File: src/rtl/fpu_cmd_pkg.sv
// Shared types and constants for the UART-driven FPU command sequencer.
package fpu_cmd_pkg;

   typedef enum logic [1:0] {
      OP_ADD = 2'b00,
      OP_MUL = 2'b01,
      OP_DIV = 2'b10,
      OP_SUB = 2'b11
   } opsel_t;

   typedef enum logic [2:0] {
      S_IDLE   = 3'd0,
      S_RX_A   = 3'd1,
      S_RX_B   = 3'd2,
      S_LAUNCH = 3'd3,
      S_WAIT   = 3'd4,
      S_TX     = 3'd5
   } seq_state_t;

   // Quiet NaN handed back to the host when the core never answers.
   localparam logic [31:0] NAN_RESULT_DEFAULT = 32'h7FC0_0000;

   // One opcode byte followed by two 4-byte operands.
   localparam int FRAME_LEN = 9;

   // Index of the final byte of an operand (or of the result) in the byte counter.
   localparam logic [1:0] LAST_BYTE = 2'((FRAME_LEN - 1) / 2 - 1);

   // Picks result bytes most-significant first as the counter walks 0..3.
   function automatic logic [7:0] resultByte(input logic [31:0] word, input logic [1:0] idx);
      logic [7:0] sel;
      case (idx)
         2'd0:    sel = word[31:24];
         2'd1:    sel = word[23:16];
         2'd2:    sel = word[15:8];
         default: sel = word[7:0];
      endcase
      return sel;
   endfunction

endpackage

File: src/rtl/fpu_seq_timer.sv
// Watchdog counter: counts enabled cycles and pulses once after TIMEOUT of them.
module fpu_seq_timer #(
   parameter int TIMEOUT = 4096,
   parameter int WIDTH   = $clog2(TIMEOUT + 1)
) (
   input  logic clk,
   input  logic reset,
   input  logic i_clear,
   input  logic i_enable,
   output logic o_expired
);

   localparam logic [WIDTH-1:0] LAST_COUNT = WIDTH'(TIMEOUT - 1);

   logic [WIDTH-1:0] r_count;

   // Count enabled cycles; a clear always wins and the count restarts after expiry.
   always_ff @(posedge clk) begin
      if (reset || i_clear) begin
         r_count <= '0;
      end else if (i_enable) begin
         if (r_count == LAST_COUNT) begin
            r_count <= '0;
         end else begin
            r_count <= r_count + WIDTH'(1);
         end
      end
   end

   assign o_expired = i_enable && !i_clear && (r_count == LAST_COUNT);

endmodule

File: src/rtl/fpu_cmd_sequencer.sv
// Collects a 9-byte command frame from the UART, runs one FPU operation and
// streams the 32-bit result back MSB first, with watchdogs on both sides.
module fpu_cmd_sequencer
   import fpu_cmd_pkg::*;
#(
   parameter int          FRAME_TIMEOUT = 2_000_000,
   parameter int          FPU_TIMEOUT   = 4096,
   parameter logic [31:0] NAN_RESULT    = NAN_RESULT_DEFAULT
) (
   input  logic        clk,
   input  logic        reset,
   input  logic [7:0]  rx_data,
   input  logic        rx_valid,
   output logic [7:0]  tx_data,
   output logic        tx_valid,
   input  logic        tx_ready,
   output logic [1:0]  fpu_opsel,
   output logic [31:0] fpu_a,
   output logic [31:0] fpu_b,
   output logic        fpu_start,
   input  logic        fpu_done,
   input  logic [31:0] fpu_result,
   output logic        busy,
   output logic        frame_err
);

   seq_state_t  r_state;
   seq_state_t  w_nextState;
   logic [1:0]  r_cnt;
   opsel_t      r_opsel;
   logic [31:0] r_a;
   logic [31:0] r_b;
   logic [31:0] r_result;

   logic w_inRx;
   logic w_frameExpired;
   logic w_fpuExpired;
   logic w_frameErr;

   assign w_inRx = (r_state == S_RX_A) || (r_state == S_RX_B);

   // Inter-byte watchdog: only runs while a frame is half-assembled.
   fpu_seq_timer #(
      .TIMEOUT (FRAME_TIMEOUT)
   ) u_frameTimer (
      .clk       (clk),
      .reset     (reset),
      .i_clear   (rx_valid || !w_inRx),
      .i_enable  (w_inRx),
      .o_expired (w_frameExpired)
   );

   // Completion watchdog: only runs while waiting on the core.
   fpu_seq_timer #(
      .TIMEOUT (FPU_TIMEOUT)
   ) u_fpuTimer (
      .clk       (clk),
      .reset     (reset),
      .i_clear   (r_state != S_WAIT),
      .i_enable  (r_state == S_WAIT),
      .o_expired (w_fpuExpired)
   );

   // Next-state and error-pulse decode; an arriving byte beats a same-cycle frame timeout.
   always_comb begin
      w_nextState = r_state;
      w_frameErr  = 1'b0;
      unique case (r_state)
         S_IDLE: begin
            if (rx_valid) w_nextState = S_RX_A;
         end
         S_RX_A: begin
            if (rx_valid) begin
               if (r_cnt == LAST_BYTE) w_nextState = S_RX_B;
            end else if (w_frameExpired) begin
               w_nextState = S_IDLE;
               w_frameErr  = 1'b1;
            end
         end
         S_RX_B: begin
            if (rx_valid) begin
               if (r_cnt == LAST_BYTE) w_nextState = S_LAUNCH;
            end else if (w_frameExpired) begin
               w_nextState = S_IDLE;
               w_frameErr  = 1'b1;
            end
         end
         S_LAUNCH: begin
            w_nextState = S_WAIT;
            if (rx_valid) w_frameErr = 1'b1;
         end
         S_WAIT: begin
            if (fpu_done) begin
               w_nextState = S_TX;
            end else if (w_fpuExpired) begin
               w_nextState = S_TX;
               w_frameErr  = 1'b1;
            end
            if (rx_valid) w_frameErr = 1'b1;
         end
         S_TX: begin
            if (tx_ready && (r_cnt == LAST_BYTE)) w_nextState = S_IDLE;
            if (rx_valid) w_frameErr = 1'b1;
         end
         default: begin
            w_nextState = S_IDLE;
         end
      endcase
   end

   // State register plus the byte counter, operand and result registers it steers.
   always_ff @(posedge clk) begin
      if (reset) begin
         r_state  <= S_IDLE;
         r_cnt    <= 2'd0;
         r_opsel  <= OP_ADD;
         r_a      <= 32'd0;
         r_b      <= 32'd0;
         r_result <= 32'd0;
      end else begin
         r_state <= w_nextState;
         case (r_state)
            S_IDLE: begin
               r_cnt <= 2'd0;
               if (rx_valid) r_opsel <= opsel_t'(rx_data[1:0]);
            end
            S_RX_A: begin
               if (rx_valid) begin
                  r_a[{r_cnt, 3'b000} +: 8] <= rx_data;
                  r_cnt                     <= r_cnt + 2'd1;
               end
            end
            S_RX_B: begin
               if (rx_valid) begin
                  r_b[{r_cnt, 3'b000} +: 8] <= rx_data;
                  r_cnt                     <= r_cnt + 2'd1;
               end
            end
            S_WAIT: begin
               r_cnt <= 2'd0;
               if (fpu_done) begin
                  r_result <= fpu_result;
               end else if (w_fpuExpired) begin
                  r_result <= NAN_RESULT;
               end
            end
            S_TX: begin
               if (tx_ready) r_cnt <= r_cnt + 2'd1;
            end
            default: begin
               r_cnt <= r_cnt;
            end
         endcase
      end
   end

   assign tx_valid  = (r_state == S_TX);
   assign tx_data   = tx_valid ? resultByte(r_result, r_cnt) : 8'd0;
   assign fpu_start = (r_state == S_LAUNCH);
   assign fpu_opsel = r_opsel;
   assign fpu_a     = r_a;
   assign fpu_b     = r_b;
   assign busy      = (r_state != S_IDLE);
   assign frame_err = w_frameErr;

endmodule

File: config.mk
export PLATFORM = sky130hd
export DESIGN_NAME = fpu_cmd_sequencer
export DESIGN_NICKNAME = d
export VERILOG_FILES = /design/src/rtl/fpu_cmd_pkg.sv /design/src/rtl/fpu_seq_timer.sv /design/src/rtl/fpu_cmd_sequencer.sv
export SDC_FILE = /design/constraint.sdc
export NUM_CORES = 1
export LEC_CHECK = 0
export BUFFER_PORTS_ARGS = -buffer_cell sky130_fd_sc_hd__buf_4
export CAP_MARGIN = 5
export CELL_PAD_IN_SITES_DETAIL_PLACEMENT = 1
export CELL_PAD_IN_SITES_GLOBAL_PLACEMENT = 1
export CORE_ASPECT_RATIO = 0.9
export CORE_MARGIN = 3
export CORE_UTILIZATION = 42
export CTS_BUF_LIST = sky130_fd_sc_hd__clkbuf_4
export CTS_CLUSTER_DIAMETER = 50
export DETAILED_ROUTE_END_ITERATION = 7
export GPL_ROUTABILITY_DRIVEN = 1
export PLACE_DENSITY = 0.87
export SLEW_MARGIN = 5
export SYNTH_ARGS = -nofsm -noshare
export SYNTH_HDL_FRONTEND = slang
export SYNTH_SLANG_ARGS = --single-unit
File: constraint.sdc
create_clock -name clk -period 2.8 [get_ports clk]
set_input_delay 0.28 -clock clk [delete_from_list [all_inputs] [get_ports clk]]
set_output_delay 0.28 -clock clk [all_outputs]
set_load 0.05 [all_outputs]
==> key figures <==
Yosys
  – Netlist Area Pre-Place: 5877 um2
  – Seq/Total Area, Yosys: 0.4667
  – Synth Area in Simple Gates: 0.2870
  – Post-Synth XOR/XNOR Area: 0.04024
  – Largest family of logic cells by synthesized area: simple AND/OR/NAND/NOR gates
  – FFs w/ async S/R, synth: 0
  – Number of synthesis warnings: 0
  – Syn avg cell area: 8.277 um2
  – Post-synth EDFFs: 0
  – Post-synthesis compound-gate area fraction: 0.1186
  – Cells after Synth: 710
  – Mux contribution to synthesized area: 0.03406
  – Post-Synth Adder-Cell Area: 0.01703
  – Area leader, netlist: dfxtp_1
  – Main area contributors after synthesis: dfxtp_1, nor2_1, a21oi_1
  – Library cells used by synthesis: 53
  – Syn_nets: 763
  – Synthesis-stage register bit count: 137
  – Synth top area share: 0.4667
  – Commonest cells in the netlist: dfxtp_1, nor2_1, nand2_1
  – Ys flop type: dfxtp_1

Worst setup path
  – Worst setup path start: u_frameTimer.r_count[14]
  – Startpoint types: flip-flop
  – CP Data Required Time: 2520 ps
  – Critical Path End Type: output port
  – Max incr delay on CP: 540 ps
  – CP Cell Sequence: or4b_4 -> nor4_4 -> a31oi_1 -> o211ai_1 -> a21o_1 -> buf_6
  – Critical setup path kind: flip-flop to output port
  – Crit-path max FO: 3
  – Crit path buffers/inverters: 1
  – Arr. time, crit path: 2490 ps
  – Top delay family on crit path: simple AND/OR/NAND/NOR gates
  – R2r worst-path depth: 5
  – CP Depth: 6
  – R2R Path Start: r_state[1]
  – Slowest cell on crit path: or4b_4

Clocking
  – Clock tree root buffer cell: clkbuf_4
  – Num CTS Buffers: 17
  – Clock sink count: 137
  – CTS tree: yes
  – Worst skew pair latency: 550 ps
  – Htree depth: 4
  – Longest Clk Path Bufs: 2
  – Clock transition at path regs: 120 ps

Floorplanning
  – Die area: 15450 um2
  – Overall die width: 130.7 um
  – Core footprint: 13510 um2
  – Die Y: 118.2 um
  – Row count: 40
  – Initial Utilization: 0.4349
  – IO Count: 123

Timing
  – Hold Vio Cnt, Final: 0
  – WHS: 38.64 ps
  – Fin crit period: 2773 ps
  – Final setup vio count: 0
  – Final Cycle Share: 0.9905
  – RSZ-0062 raised after global routing: true
  – Fmax: 360.6 MHz
  – Rel. slew slack: 0.3797
  – Slew Viols, Final: 0
  – Setup Skew: 14.63 ps
  – Slew @ Worst Pin: 930.4 ps

Power and ir drop
  – PD cells: 534.2 nW/um2
  – Worst vdd rail ir drop: 0.0002792 V
  – Total power: 4105 uW
  – Pleak: 0.003005 uW

Layout
  – Final nets: 910
  – Final core occ: 0.5686
  – Area delta synth->final: 30.74%
  – Finished Layout Cells: 1038
  – Share of cells above drive strength 1: 0.2138
  – Antenna cells: 0
  – Final instance area: 7684 um2

Place
  – PortBufs: 122
  – Final RePlAce weighted congestion: 0.8418
  – DP Wirelength: 12770 um
  – Post-DP Area: 6882 um2
  – Post-placement cell count: 964

Job
  – MaxCap Viol Count: 0

Detailed routing
  – DR WL/cell: 18.56 um
  – ANT nets after route: 0
  – Drt first pass iters: 5
  – # DRC: 0
  – Initial detailed-routing violation count: 422
  – Drt total wl: 19260 um
  – Via/cell ratio: 5.575
  – Total number of vias: 5787

Global routing
  – Initial antenna violation count: 0
  – First-pass GRT wire length: 30680 um
  – Largest net degree at the start of global routing: 66
  – Vias in the first global route: 5920
  – Total grt overflow: 0
  – GRT Total Usage: 0.2498

Worst hold path
  – Hold Path Class: input pin to flip-flop
  – Hold depth: 3
  – Min-delay src: rx_data[6]

Outcome
  – Status: finished, final reports clean
-- final timing paths --
path / end / slack [ps]
max: frame_err / 30
min: fpu_a[6] / 40
max reg2reg: fpu_b[27] / 520
min reg2reg: fpu_b[28] / 460
-- cell type report --
cell class / instances / area (um2)
Clock buffer: 17 / 127.6
Inverter: 6 / 22.52
Multi-Input combinational cell: 522 / 2964
Clock inverter: 15 / 206.4
Tap cell: 168 / 210.2
Fill cell: 1584 / 5829
Sequential cell: 137 / 2753
Timing Repair Buffer: 173 / 1400
-- power by group --
part	switching, uW	internal, uW
logic	363	206
clock network	735	782
registers	43.3	1980
total	1140	2960
-- registers in the layout (all words and copies together), names as in the netlist --
name,count
fpu_a,32
r_cnt,2
r_state,3
u_fpuTimer.r_count,13
fpu_opsel,2
u_frameTimer.r_count,21
r_result,32
fpu_b,32
-- worst register-to-register path, cell delays in order, from the launching register on --
cell and delay, ps:
dfxtp_1 710, nand2b_1 220, nor2_2 600, nand2_1 340, nand2_1 170, a21oi_1 100
-- cells by family (layout without fill, tap and decap cells) --
kind of cell / after synthesis / after routing
and+or+nand+nor: 354 / 354
DFF: 137 / 137
AOI/OAI and AO/OA: 113 / 113
buffers and inverters: 51 / 211
xor gates and xnor gates: 27 / 27
muxes: 20 / 20
adders and majority gates: 8 / 8
-- cells in the final DEF (no fill, tap or decap), types with 6 or more instances in the layout --
cell type      Yosys  layout
a21oi_1           64      64
and2_1             6       6
ha_1               8       6
dlygate4sd3_1      0      39
nand2_1           72      72
mux2i_1           20      20
buf_4              2     133
nand2b_1          14      14
and3_1             6       6
inv_1              6       6
a222oi_1           8       8
xor2_1            18      18
nor3_1            15      15
nand3_1           59      59
clkbuf_4           0      17
a22oi_1           23      23
xnor2_1            9       9
nor2_1           137     136
dfxtp_1          137     131
nand4_1            8       8
-- stage by stage --
stage | setup slack (ps) | setup TNS [ps]
final | 26.63 | 0
after global routing | -68.09 | -68.09
after CTS | 2.553 | 0
after detailed placement | 477.1 | 0
after global placement | 586.9 | 0
after floorplan | 560.0 | 0
-- timing repair --
| action | CTS | global route |
|---|---|---|
| hold buffers | 38 | 1 |
| gates resized for setup | 3 | 13 |
| pin swaps | 1 | 4 |
| setup buffers | 1 | 2 |
| setup endpoints to repair | 9 | 9 |
| hold endpoints to repair | 43 | 2 |
-- routing by layer --
layer / vias to the layer above / track usage / routed length (um)
met5: - / 0 / 0
met4: 0 / 0.07455 / 387
met3: 32 / 0.05965 / 1086
met2: 206 / 0.4225 / 9720
met1: 2793 / 0.3127 / 8066
li1: 2756 / - / -
Note: power is estimated with default switching activity, not from simulation.
